<file path="src/rtl/mips_boot_pkg.sv">
// mips_boot_pkg: shared state encoding and framing constants for the IM boot loader.
package mips_boot_pkg;
    typedef enum logic [2:0] {S_IDLE, S_LEN, S_DATA, S_CSUM, S_DONE} state_t;
    localparam int BYTES_PER_WORD = 4;
    function automatic int hdr_bytes(input int len_w);
        return len_w / 8;
    endfunction
endpackage

</file>
<file path="src/rtl/boot_word_packer.sv">
// boot_word_packer: packs bytes MSB-first into 32-bit words, pulsing word_valid the cycle after the 4th byte.
module boot_word_packer
    import mips_boot_pkg::*;
(
    input  logic        clk,
    input  logic        rst,
    input  logic        clr,
    input  logic        byte_en,
    input  logic [7:0]  in_byte,
    output logic        word_valid,
    output logic [31:0] word
);
    logic [1:0]  cnt;
    logic [23:0] sr;
    logic        last;
    assign last = cnt == 2'(BYTES_PER_WORD - 1);
    always_ff @(posedge clk) begin
        if (rst || clr) begin
            cnt        <= '0;
            sr         <= '0;
            word_valid <= 1'b0;
        end else begin
            word_valid <= byte_en && last;
            if (byte_en) begin
                cnt <= cnt + 1'b1;
                sr  <= {sr[15:0], in_byte};
            end
        end
    end
    always_ff @(posedge clk) begin
        if (rst) word <= '0;
        else if (byte_en && last) word <= {sr, in_byte};
    end
endmodule

</file>
<file path="src/rtl/imem_boot_loader.sv">
// imem_boot_loader: length-prefixed byte stream -> big-endian words into IM, holding the core until loaded.
// Define BOOT_CHECKSUM_EN for a trailing XOR checksum byte and the err flag.
module imem_boot_loader
    import mips_boot_pkg::*;
#(
    parameter int ADDR_W = 8,
    parameter int LEN_W  = 16
) (
    input  logic              clk,
    input  logic              rst,
    input  logic              start,
    input  logic [7:0]        in_byte,
    input  logic              in_valid,
    output logic              in_ready,
    output logic              im_we,
    output logic [ADDR_W-1:0] im_addr,
    output logic [31:0]       im_wdata,
    output logic              cpu_hold,
    output logic              done,
    output logic              overflow,
    output logic              err
);
    localparam int HB   = hdr_bytes(LEN_W);
    localparam int HC_W = HB > 1 ? $clog2(HB) : 1;
`ifdef BOOT_CHECKSUM_EN
    localparam state_t AFTER_DATA = S_CSUM;
`else
    localparam state_t AFTER_DATA = S_DONE;
`endif
    state_t           state, state_n;
    logic [LEN_W-1:0] n, cnt;
    logic [HC_W-1:0]  hcnt;
    logic             fire, go, fin, in_range, last_hdr, word_valid;
    logic [31:0]      word;

    assign fire     = in_valid && in_ready;
    assign go       = start && (state == S_IDLE || state == S_DONE);
    assign last_hdr = hcnt == HC_W'(HB - 1);
    assign in_range = (cnt >> ADDR_W) == '0;
    // All words are in once the count reaches N, including the one the packer is emitting right now.
    assign fin      = cnt == n || (word_valid && {1'b0, cnt} + (LEN_W + 1)'(1) == {1'b0, n});
    assign in_ready = state == S_LEN || state == S_CSUM || (state == S_DATA && !fin);
    assign done     = state == S_DONE;
    assign cpu_hold = !(done && !err);
    assign im_we    = word_valid && in_range;
    assign im_addr  = in_range ? cnt[ADDR_W-1:0] : '1;
    assign im_wdata = word;

    boot_word_packer u_packer (
        .clk        (clk),
        .rst        (rst),
        .clr        (go),
        .byte_en    (fire && state == S_DATA),
        .in_byte    (in_byte),
        .word_valid (word_valid),
        .word       (word)
    );

    always_comb begin
        state_n = state;
        case (state)
            S_IDLE, S_DONE: state_n = start ? S_LEN : state;
            S_LEN:          state_n = fire && last_hdr ? S_DATA : S_LEN;
            S_DATA:         state_n = fin ? AFTER_DATA : S_DATA;
            S_CSUM:         state_n = fire ? S_DONE : S_CSUM;
            default:        state_n = S_IDLE;
        endcase
    end

    always_ff @(posedge clk) begin
        if (rst) begin
            state    <= S_IDLE;
            n        <= '0;
            cnt      <= '0;
            hcnt     <= '0;
            overflow <= 1'b0;
        end else begin
            state <= state_n;
            if (go) begin
                n        <= '0;
                cnt      <= '0;
                hcnt     <= '0;
                overflow <= 1'b0;
            end else begin
                if (state == S_LEN && fire) begin
                    n    <= (n << 8) | LEN_W'(in_byte);
                    hcnt <= hcnt + 1'b1;
                end
                if (word_valid) begin
                    cnt <= cnt + 1'b1;
                    if (!in_range) overflow <= 1'b1;
                end
            end
        end
    end

`ifdef BOOT_CHECKSUM_EN
    logic [7:0] csum;
    logic       err_q;
    always_ff @(posedge clk) begin
        if (rst || go) begin
            csum  <= '0;
            err_q <= 1'b0;
        end else begin
            if (state == S_DATA && fire) csum <= csum ^ in_byte;
            if (state == S_CSUM && fire) err_q <= csum != in_byte;
        end
    end
    assign err = err_q;
`else
    assign err = 1'b0;
`endif
endmodule
</file>
<file path="config.mk">
export PLATFORM = sky130hd
export DESIGN_NAME = imem_boot_loader
export DESIGN_NICKNAME = d
export VERILOG_FILES = /design/src/rtl/mips_boot_pkg.sv /design/src/rtl/boot_word_packer.sv /design/src/rtl/imem_boot_loader.sv
export SDC_FILE = /design/constraint.sdc
export NUM_CORES = 1
export LEC_CHECK = 0
export ABC_AREA = 1
export BUFFER_PORTS_ARGS = -buffer_cell sky130_fd_sc_hd__buf_2
export CAP_MARGIN = 20
export CORE_ASPECT_RATIO = 0.9
export CORE_UTILIZATION = 55
export CTS_BUF_LIST = sky130_fd_sc_hd__clkbuf_8 sky130_fd_sc_hd__clkbuf_16
export CTS_CLUSTER_SIZE = 30
export DETAILED_ROUTE_END_ITERATION = 16
export PLACE_DENSITY = 0.76
export SLEW_MARGIN = 10
export SYNTH_ARGS = -nofsm -noshare
export SYNTH_HDL_FRONTEND = slang
export SYNTH_SLANG_ARGS = --single-unit
</file>
<file path="constraint.sdc">
create_clock -name clk -period 4.1 [get_ports clk]
set_clock_uncertainty 0.1 [all_clocks]
set_input_delay 0 -clock clk [delete_from_list [all_inputs] [get_ports clk]]
set_output_delay 0 -clock clk [all_outputs]
set_load 0.03 [all_outputs]
</file>
# [Word level (Yosys, flattened, before mapping)]
# Index checks and enable logic that the tools add are counted.
[totals] mem_bits_rw=0 register_bits=96 latch_bits=0 inputBits=12 wordCells=50 mem_bits_ro=0 out_inout_bits=46 mem_count=0
[op_classes] n_lt_le_gt_ge=0 n_eq_ne=8 reduce_logical=21 div_mod_pow=0 bitwise=2 multipliers=0 shifts=0 n_addsub=4 muxes=6
[ops] operator="$add 16x1->17 const B" n=1
[ops] operator="$eq 17x16->1" n=1
[ops] operator="$add 16x1->16 const B" n=1
[ops] operator="$eq 16x16->1" n=1
[ops] operator="$logic_not 16->1" n=1
[ops] operator="$or 16x8->16" n=1
[ops] operator="$pmux 3 s4" n=1
[ops] operator="$logic_and 1x1->1" n=9
[ops] operator="$mux 3" n=3
[ops] operator="$mux 8" n=1
[ops] operator="$eq 3x2->1 const B" n=2
[ops] operator="$logic_or 1x1->1" n=5
[ops] operator="$reduce_or 2->1" n=2
[ops] operator="$eq 3x1->1 const B" n=1
[ops] operator="$eq 3x3->1 const B" n=1
[ops] operator="$logic_not 3->1" n=1
[ops] operator="$add 2x1->2 const B" n=1
[ops] operator="$eq 2x2->1 const B" n=1
[ops] operator="$logic_not 1->1" n=2
[ops] operator="$mux 2" n=1
[ops] operator="$ne 2x2->1 const B" n=1
[ops] operator="$reduce_and 2->1" n=1
[ops] operator="$add 1x1->1 const B" n=1
[ops] operator="$not 1->1" n=1

# [Depth between registers and ports, before layout]
# Gate-level depths: netlist (run 1).
[depth] depth_word=11 depth_mapped=19 mapped_depth_nobuf=17

# [Modules after synthesis]
# A second synthesis (run 1) with hierarchy kept.
[unflattened] hier_cells=693 area_unflattened_um2=4611.9
[by_module_without_submodules] mod="imem_boot_loader" cells_per_inst=371 seq_area_each_um2=740.7 area_per_inst_um2=2341.0 n_inst=1
[by_module_without_submodules] mod="boot_word_packer" cells_per_inst=322 seq_area_each_um2=1181.1 area_per_inst_um2=2270.9 n_inst=1

# [Least setup slack after synthesis (run 1)]
# OpenSTA, ideal clock, no wires.
[synth_path] path_kind="register to register" start="reg cnt[0]" end="reg u_packer.word[10]" period_less_slack_ns=2.324 path_buffers=2 arrival_ns=2.112 setup_slack_ns=1.776 path_stages_with_launch=19 setup_ns=0.112 t_required_ns=3.888 cell_sequence="dfxtp_1 ha_1 nand3_2 inv_2 nand2_1 nand2_1 nand2_1 nand2_1 inv_2 nand2_1 nor2_1 nand3_2 nand3_2 nand2_4 nand4_2 buf_6 buf_6 o21bai_2 nor2_2"
[synth_via] elab_chain_cells=10 elab_cells_between_ends=11 classes_between="1 x add/sub; 2 x eq/ne; 8 x reduce/logical"
[synth_lines] item="start, declared" line_no="imem_boot_loader.sv:31" rtl="logic [LEN_W-1:0] n, cnt;"
[synth_lines] item="start signal, assigned" line_no="imem_boot_loader.sv:90" rtl="cnt <= cnt + 1'b1;"
[synth_lines] item="$add 16x1->17" line_no="imem_boot_loader.sv:41" rtl="assign fin = cnt == n || (word_valid && {1'b0, cnt} + (LEN_W + 1)'(1) == {1'b0, n});"
[synth_lines] item="$eq 17x16->1" line_no="imem_boot_loader.sv:41"
[synth_lines] item="$logic_and 1x1->1" line_no="imem_boot_loader.sv:41"
[synth_lines] item="$logic_or 1x1->1 *" line_no="imem_boot_loader.sv:41"
[synth_lines] item="$logic_not 1->1 *" line_no="imem_boot_loader.sv:42" rtl="assign in_ready = state == S_LEN || state == S_CSUM || (state == S_DATA && !fin);"
[synth_lines] item="$logic_and 1x1->1 *" line_no="imem_boot_loader.sv:42"
[synth_lines] item="$logic_or 1x1->1 *" line_no="imem_boot_loader.sv:42"
[synth_lines] item="via in_ready" line_no="imem_boot_loader.sv:14" rtl="output logic in_ready,"
[synth_lines] item="$logic_and 1x1->1 *" line_no="imem_boot_loader.sv:36" rtl="assign fire = in_valid && in_ready;"
[synth_lines] item="$logic_and 1x1->1 *" line_no="imem_boot_loader.sv:53" rtl=".byte_en (fire && state == S_DATA),"
[synth_lines] item="$logic_and 1x1->1 *" line_no="boot_word_packer.sv:32" rtl="else if (byte_en && last) word <= {sr, in_byte};"
[synth_lines] item="end signal, assigned" line_no="boot_word_packer.sv:32"
[synth_lines] item="end, declared" line_no="boot_word_packer.sv:11" rtl="output logic [31:0] word"
# The timed path passes the listed nets; every way through them passes the cells marked *.
# A chain may end at the register's enable or synchronous reset.

# [Worst setup path in the final report (run 1)]
[layout_path] start="reg cnt[0]" end="reg u_packer.word[17]"
[layout_via] elab_chain_cells=10 elab_cells_between_ends=11 classes_between="1 x add/sub; 2 x eq/ne; 8 x reduce/logical"
[layout_lines] item="$add 16x1->17" line_no="imem_boot_loader.sv:41"
[layout_lines] item="$eq 17x16->1" line_no="imem_boot_loader.sv:41"
[layout_lines] item="$logic_and 1x1->1" line_no="imem_boot_loader.sv:41"
[layout_lines] item="$logic_or 1x1->1 *" line_no="imem_boot_loader.sv:41"
[layout_lines] item="$logic_not 1->1 *" line_no="imem_boot_loader.sv:42"
[layout_lines] item="$logic_and 1x1->1 *" line_no="imem_boot_loader.sv:42"
[layout_lines] item="$logic_or 1x1->1 *" line_no="imem_boot_loader.sv:42"
[layout_lines] item="$logic_and 1x1->1 *" line_no="imem_boot_loader.sv:36"
[layout_lines] item="$logic_and 1x1->1 *" line_no="imem_boot_loader.sv:53"
[layout_lines] item="$logic_and 1x1->1 *" line_no="boot_word_packer.sv:32"
# Mark *: on every way between the ends. The rest lies on a longest branch, timed or not.

==> results of run 1 <==
==> power by group <==
group	leakage [nW]	internal, mW	switching, mW	total [mW]
Sequential	0.774	0.940	0.00696	0.947
Combinational	1.56	0.0488	0.0799	0.129
Clock	0.0948	0.296	0.332	0.627
==> sequential cells by signal, summed over array words and instances, names as in the netlist <==
name and flops:
cnt 16, n 16, u_packer.sr 24, u_packer.word 32
overflow 1, u_packer.cnt 2, state 3, hcnt 1
u_packer.word_valid 1
==> worst reg2reg max path: stages (launching register included) <==
cell and delay [ps]:
dfxtp_1 460, ha_1 270, nand3_2 160, inv_2 140, nand2_1 100, nand2_1 70
nand2_1 50, nand2_1 70, inv_2 30, nand2_1 50, nor2_1 50, nand3_2 90
nand3_2 100, nand2_4 110, nand4_4 380, buf_4 400, o21bai_2 160, nor2_2 50
==> worst max path at each step <==
stage,from,end,slack [ps]
5_1_grt,cnt[0]$_SDFFE_PP0P_,u_packer.word[12]$_SDFFE_PP0P_,910
6_report,cnt[0]$_SDFFE_PP0P_,u_packer.word[17]$_SDFFE_PP0P_,1160
2_1_floorplan,cnt[0]$_SDFFE_PP0P_,u_packer.word[10]$_SDFFE_PP0P_,1780
4_1_cts,cnt[0]$_SDFFE_PP0P_,u_packer.word[17]$_SDFFE_PP0P_,1180
3_5_place_dp,cnt[0]$_SDFFE_PP0P_,u_packer.word[5]$_SDFFE_PP0P_,1220
3_3_place_gp,cnt[0]$_SDFFE_PP0P_,u_packer.word[9]$_SDFFE_PP0P_,1300
==> area by class of cell <==
cell class | instances | area (µm²)
well taps | 115 | 144
clock buffers | 10 | 138
fillers | 754 | 2830
clock inverters | 4 | 55.1
inverters | 114 | 430
multi-input cells | 443 | 2270
repair buffers | 73 | 435
flip-flops and latches | 96 | 1920
==> logic make-up after synthesis <==
group	Yosys count	synth area share, %
AO/OA/AOI/OAI	107	14.2
flip-flops	96	40.3
buffers and inverters	140	12.4
AND/OR/NAND/NOR	317	29.6
adder cells (fa/ha/maj)	2	0.525
XOR/XNOR	16	2.94
other	1	0.0786
==> routing by layer <==
metal | part of all wire [%] | vias to the layer above | global-route usage, %
met5 | 0 | - | 0
met4 | 0.99 | 0 | 6.16
met3 | 5.8 | 13 | 4.72
met2 | 43 | 135 | 38.6
met1 | 50 | 1948 | 40.5
li1 | - | 2201 | -
==> layout by cell type (no fill, tap or decap), drive strengths merged, types with 3 or more instances in the layout <==
master,n
nor2,97
nand3,20
xor2,6
o21ai,27
xnor2,10
a21oi,53
clkbuf,10
inv,114
nand4,8
o21bai,24
nand2,175
dlygate4sd3,11
nor4,4
dfxtp,96
nand3b,3
nor3,9
buf,62
==> through the flow <==
step	total power, mW	hold slack, ps	instances
2_1_floorplan	1.05	42.8	679
3_3_place_gp	1.09	184	830
3_5_place_dp	1.09	193	830
4_1_cts	1.71	344	855
5_1_grt	1.76	356	855
6_report	1.70	351	855
==> results list, run 1 <==
- The run finished with clean final reports.
- After clock tree synthesis, the clock-pin slew on the worst setup and hold paths is 90 ps.
- By startpoint and endpoint, the worst setup path is classified as flip-flop to flip-flop.
* Avg Vias per Cell: 5.03
* Minimum setup slack after placement: 1220 ps
* Yosys top cell area share: 40.3%
- The worst register-to-register path begins at cnt[0]$_SDFFE_PP0P_.
- Yosys attributes the largest share of cell area to dfxtp_1, nand2_1, inv_1, nor2_1, a21oi_1.
* Routability cong.: 0.957
- Quantity of I/O buffers inserted on ports: 56
- Count of nets left with antenna violations after detail routing: 0
- Summed over all cells, the static leakage comes to 2.43 nW.
- Post-synth EDFFs: 0
* Avg Synthesized Cell Area: 7.02 µm²
- Logic depth of the worst setup path including buffers: 17
- In this run, the number of DRC markers left after iteration 0 of detailed routing was 207.
- The number of buffers and inverters on the critical path is 3.
- Synth top cells by count: nand2_1, inv_1, dfxtp_1, nor2_1, a21oi_1
- Initial antenna violation count: 0
- Cells on worst reg2reg path: 17
* CP cell instances: ha_1 > nand3_2 > inv_2 > nand2_1 > nand2_1 > nand2_1 > nand2_1 > inv_2 > nand2_1 > nor2_1 > nand3_2 > nand3_2 > nand2_4 > nand4_4 > buf_4 > o21bai_2 > nor2_2
- In the synthesized netlist, the number of instances is 679.
- Max incr delay on CP: 460 ps
* Worst slew pin tran: 536 ps
- Num Clock Sinks: 96
- The net count of the finished layout is 751.
- The floorplan has 31 rows.
* Die span in y: 90.3 µm
- In this run, distinct cell masters in the synthesized netlist total 37.
- The post-route netlist has 20.0% of its cells at a drive strength greater than 1.
* Largest delay share family, worst path: simple AND/OR/NAND/NOR gates
- RSZ-0062 raised after global routing: no
* Placement-stage cell area: 5090 µm²
- Ratio of total power to cell area: 316 nW/µm²
- ANT cells: 0
* Time the final worst path needs with I/O delays and setup: 2940 ps
* Yosys warning count: 0
- The number of clock buffers added by TritonCTS is 9.
* Cell area after synthesis: 4770 µm²
- Post-DP HPWL: 8.27 mm
- CP dominant cell by count: nand2_1
* Post-cts gate resize count: 0
- Among all stages on the critical path, the largest delay is contributed by dfxtp_1.
* Setup total negative slack: 0 ps
* Number of instances on the worst hold path: 4
* Headroom to the max-slew limit: 64.2%
* Maximum Capacitance Violations: 0
- Setup slack closes at 1160 ps.
* Floorplan core area: 8220 µm²
* Detailed Routing Iterations Pass 1: 5
- Net count after synthesis: 693
- Entering global routing, the biggest net connects 39 pins.
* Register bit count reported by yosys: 96
- Post-CTS setup buffer count: 0
- Largest area contributor in the netlist: dfxtp_1
- Dividing the final minimum period by the clock period gives 71.6%.
- The finished cells cover 5390 µm².
* Hold Buf Count CTS: 11
- Insertion delay to the later sink of the worst-skew pair: 360 ps
- # IOs: 58
- Routed length per instance: 13.4 µm
* Critical path arrival: 3100 ps
- Total via count after detailed routing: 4,297
* Number of remaining DRC errors: 0
* Post-route core utilization: 65.6%
- Number of global-route vias before repair: 3,829
- Highest Clock Rate: 341 MHz
* Maximum fanout encountered on the critical timing path: 33
- Clock tree synthesis selected as its root buffer the cell clkbuf_8.
- The floorplan step defined a die boundary enclosing 9050 µm².
- The first global-routing pass estimated 18.7 mm of wire.
- Global routing finished with a remaining overflow of 0.
- Max-slew violations: 0
- In this run the critical register-to-register path is captured at u_packer.word[17]$_SDFFE_PP0P_.
- In this run the most critical hold path is launched from in_byte[6].
- The worst register-to-register path has a setup slack of 1160 ps.
- For this block, the routed nets add up to 11.5 mm of wire.
- Most used DFF post-synth: dfxtp_1
- Compared with the post-synthesis result, the final layout area differs by 13.0%.
* Peak ir drop on the vdd network: 0.000193 V
- The initial utilization of the core area, before any placement, comes to 58.0%.
- Sequential elements use 40.3% of the synthesized area.
* CTS Buffer Depth: 2
* Destination of the worst hold path: u_packer.word[6]$_SDFFE_PP0P_
* Gr usage total: 26.5%
- In the synthesized netlist the async set-or-reset flop fraction comes to 0%.
- nand2_1 is the most common cell in the netlist.
* Path type of the worst min-delay path: input port to flip-flop
- The final-report hold violation count came to 0.
- The H-tree was split into 3 levels.
* Die boundary width: 100 µm
- For the worst setup path, the data required time is 4260 ps.
- Kind of end point of the critical path: flip-flop
- Final setup fails: 0
* Type of origin of the critical path: flip-flop
- TritonCTS built the clock tree.
No activity file was read; power rests on OpenSTA's default activity.
==> run 2, diff against run 1 <==
==> constraint.sdc (replaced) <==
create_clock -name clk -period 3 [get_ports clk]
set_clock_uncertainty 0.1 [all_clocks]
set_input_delay 0 -clock clk [delete_from_list [all_inputs] [get_ports clk]]
set_output_delay 0 -clock clk [all_outputs]
set_load 0.03 [all_outputs]
==> run 2 against run 1 <==
Net effect:
- sequential share of layout area fell by 0.28 points
- routed wire length increased by 0.49%
- setup slack worse by 830 ps
- total power rose by 36%
- largest power group unchanged
- register-to-register slack got worse by 830 ps
- clock power up 34%
- critical endpoint is now u_packer.sr[19]$_SDFFE_PP0P_
- non-clock buffer count rose by 2
- critical path depth stayed put
==> results list, run 2 (same netlist as run 1, synthesis figures left out) <==
- The flow ran to the end, and the final reports show no timing, DRC or antenna violations.
* Regs by FF count: u_packer.word (32), u_packer.sr (24)
* Insertion delay to the later sink of the worst-skew pair: 360 ps
- Peak ir drop on the vdd network: 0.000250 V
- In this run the critical register-to-register path is launched from cnt[0]$_SDFFE_PP0P_.
- Multi-input gate area in the final layout: 2280 µm²
* Fin cells: 859
- Proportion of power drawn by combinational gates: 7.7%
* Post-CTS clock slew at the launch and capture registers of the worst setup and hold paths: 90 ps
- Kind of end point of the critical path: flip-flop
* Maximum number of pins on one net before global-route repair: 36
- For this design the total switching power over the nets is 0.578 mW.
- Setup total negative slack: 0 ps
* Proportion of layout cells with a drive suffix above 1: 20.3%
- Final setup fails: 0
* Buffer and inverter count on the worst path: 3
- After layout, the worst path uses 88.8% of the clock period.
* Leakage: 2.46 nW
- Summed over all nets, the half-perimeter wirelength after detailed placement is 8.25 mm.
* CP dominant cell by count: nand2_1
- Dividing the detail-routed wire length by the instance count gives 13.4 µm.
- Path type of the worst min-delay path: input port to flip-flop
- RSZ-0062 raised after global routing: no
- Tracing the worst setup path back leads to its startpoint at cnt[0]$_SDFFE_PP0P_.
- Overall Power: 2.31 mW
- The number of antenna diodes in the final layout is 0.
* Total CTS buffers: 9
* Initial antenna violation count: 0
* Total grt overflow: 0
- STA puts the critical path data required time at 3200 ps.
- In this run the most critical hold path is launched from in_byte[4].
- The number of global-route vias before repair was 3,984.
- Max FFs per register: 32
- For this run, design rule violations remaining after detail routing come to 0.
- The final-report hold violation count came to 0.
* Total via count after detailed routing: 4,321
* Gr usage total: 26.9%
- CP cell instances: ha_1 > nand3_2 > inv_2 > nand2_1 > nand2_1 > nand2_1 > nand2_1 > inv_2 > nand2_1 > nor2_1 > nand3_2 > nand3_2 > nand2_4 > nand3_4 > inv_4 > nand2_1 > a21oi_1
- 58 I/O pins were placed.
* Max-slew violations: 0
* Time the final worst path needs with I/O delays and setup: 2660 ps
- Max-cap violations in this run came to 0.
- In this run the clock root is driven by a clkbuf_8.
- In this run the power density over the cells is 426 nW/µm².
* Type of origin of the critical path: flip-flop
* Largest delay share family, worst path: simple AND/OR/NAND/NOR gates
- Maximum fanout encountered on the critical timing path: 26
* Total wire length after detailed routing: 11.5 mm
* Starting Density: 58.0%
- Die Area: 9050 µm²
- Slowest cell on crit path: dfxtp_1
- Once layout is done, the placed cells without fillers occupy 5430 µm².
* Relative contribution of sequential cells to total power: 55.9%
* Internal Dissipation: 1.74 mW
- In this run the cell area measured after placement is 5110 µm².
- Area taken by flip-flops and latches: 1920 µm²
* Avg Vias per Cell: 5.03
- The clock drives 96 sinks.
* Most common cell after layout, fill and taps aside: nand2_1
- Class of the most critical setup path: flip-flop to flip-flop
- The core region is 8220 µm².
- Fillers: 757
* Wire length of the first global-routing pass: 19.3 mm
- Count of standard-cell rows: 31
- Headroom to the max-slew limit: 58.2%
* Count of nets left with antenna violations after detail routing: 0
* Post-route core utilization: 66.1%
- Net switching is 25.0% of the power.
- The die is 90.3 µm tall.
- The largest single stage delay on the critical path is 450 ps.
- The area growth from synthesis to layout is 13.9%.
- The congestion estimate from routability-driven global placement came to 0.970.
- Htree depth: 3
- Die boundary width: 100 µm
- The number of setup buffers added after CTS is 0.
* Detailed Routing Iterations Pass 1: 5
- Commonest non-fill, non-tap cells in the layout: nand2_1, inv_1, dfxtp_1
- The clock network is responsible for 36.4% of the overall power.
- CTS Buffer Depth: 2
- Total Nets Final: 754
- Largest register by flop count: u_packer.word
* Quantity of I/O buffers inserted on ports: 56
- Once placement completed, the tool counted placed cells totaling 831.
- For the pin with the worst max-slew slack, the measured transition is 625 ps.
* TritonCTS clock tree: yes
- DRC marker count from the first detailed-route iteration: 301
- Data on the critical path arrives at its endpoint at 2860 ps.
- Highest Clock Rate: 376 MHz
- Post-CTS repair changed the size of 0 cells.
==> run 2: timing repair <==
action                                 4_1_cts  5_1_grt
hold buffers                                12        0
setup endpoints to repair                    0       20
endpoints found under the hold margin       27        0
==> run 2: cell type report <==
class,count,share of cell area (%)
multi-input combinational,444,41.9
sequential,96,35.4
timing repair buffer,75,8.57
inverter,114,7.92
tap,115,2.65
clock buffer,9,2.28
clock inverter,6,1.27
==> run 2: worst register-to-register path: cells and delay by family (launching register included) <==
family                     cells  cell delay (ps)
buffers and inverters          3              430
and+or+nand+nor               12             1230
AOI/OAI and AO/OA              1              140
adders and majority gates      1              280
DFF                            1              450
==> run 2: through the flow <==
stage                     hold slack (ps)  setup WS [ps]
after floorplan                      42.8            676
after global placement                186            403
after detailed placement              192            285
after CTS                             346            253
after global routing                  362           24.5
final                                 363            337
==> run 2: final timing paths <==
check                                 end  slack (ps)  depth (start not counted)
max          u_packer.sr[19]$_SDFFE_PP0P_         340                         17
min           u_packer.sr[4]$_SDFFE_PP0P_         360                          4
max reg2reg  u_packer.sr[19]$_SDFFE_PP0P_         340                         17
min reg2reg  u_packer.sr[21]$_SDFFE_PP0P_         370                          2
==> run 2: power groups by stage <==
stage	logic, mW	clock network [mW]	registers, mW
floorplan	0.119	0	1.32
global placement	0.161	0	1.32
detailed placement	0.162	0	1.32
CTS	0.174	0.861	1.29
global route	0.196	0.907	1.30
finish	0.178	0.842	1.29
==> run 2: layer usage <==
layer	track usage (%)	vias up	wire length (µm)
li1	-	2219	-
met1	39.0	1947	5720
met2	40.9	143	4930
met3	5.11	12	759
met4	7.25	0	123
met5	0	-	0
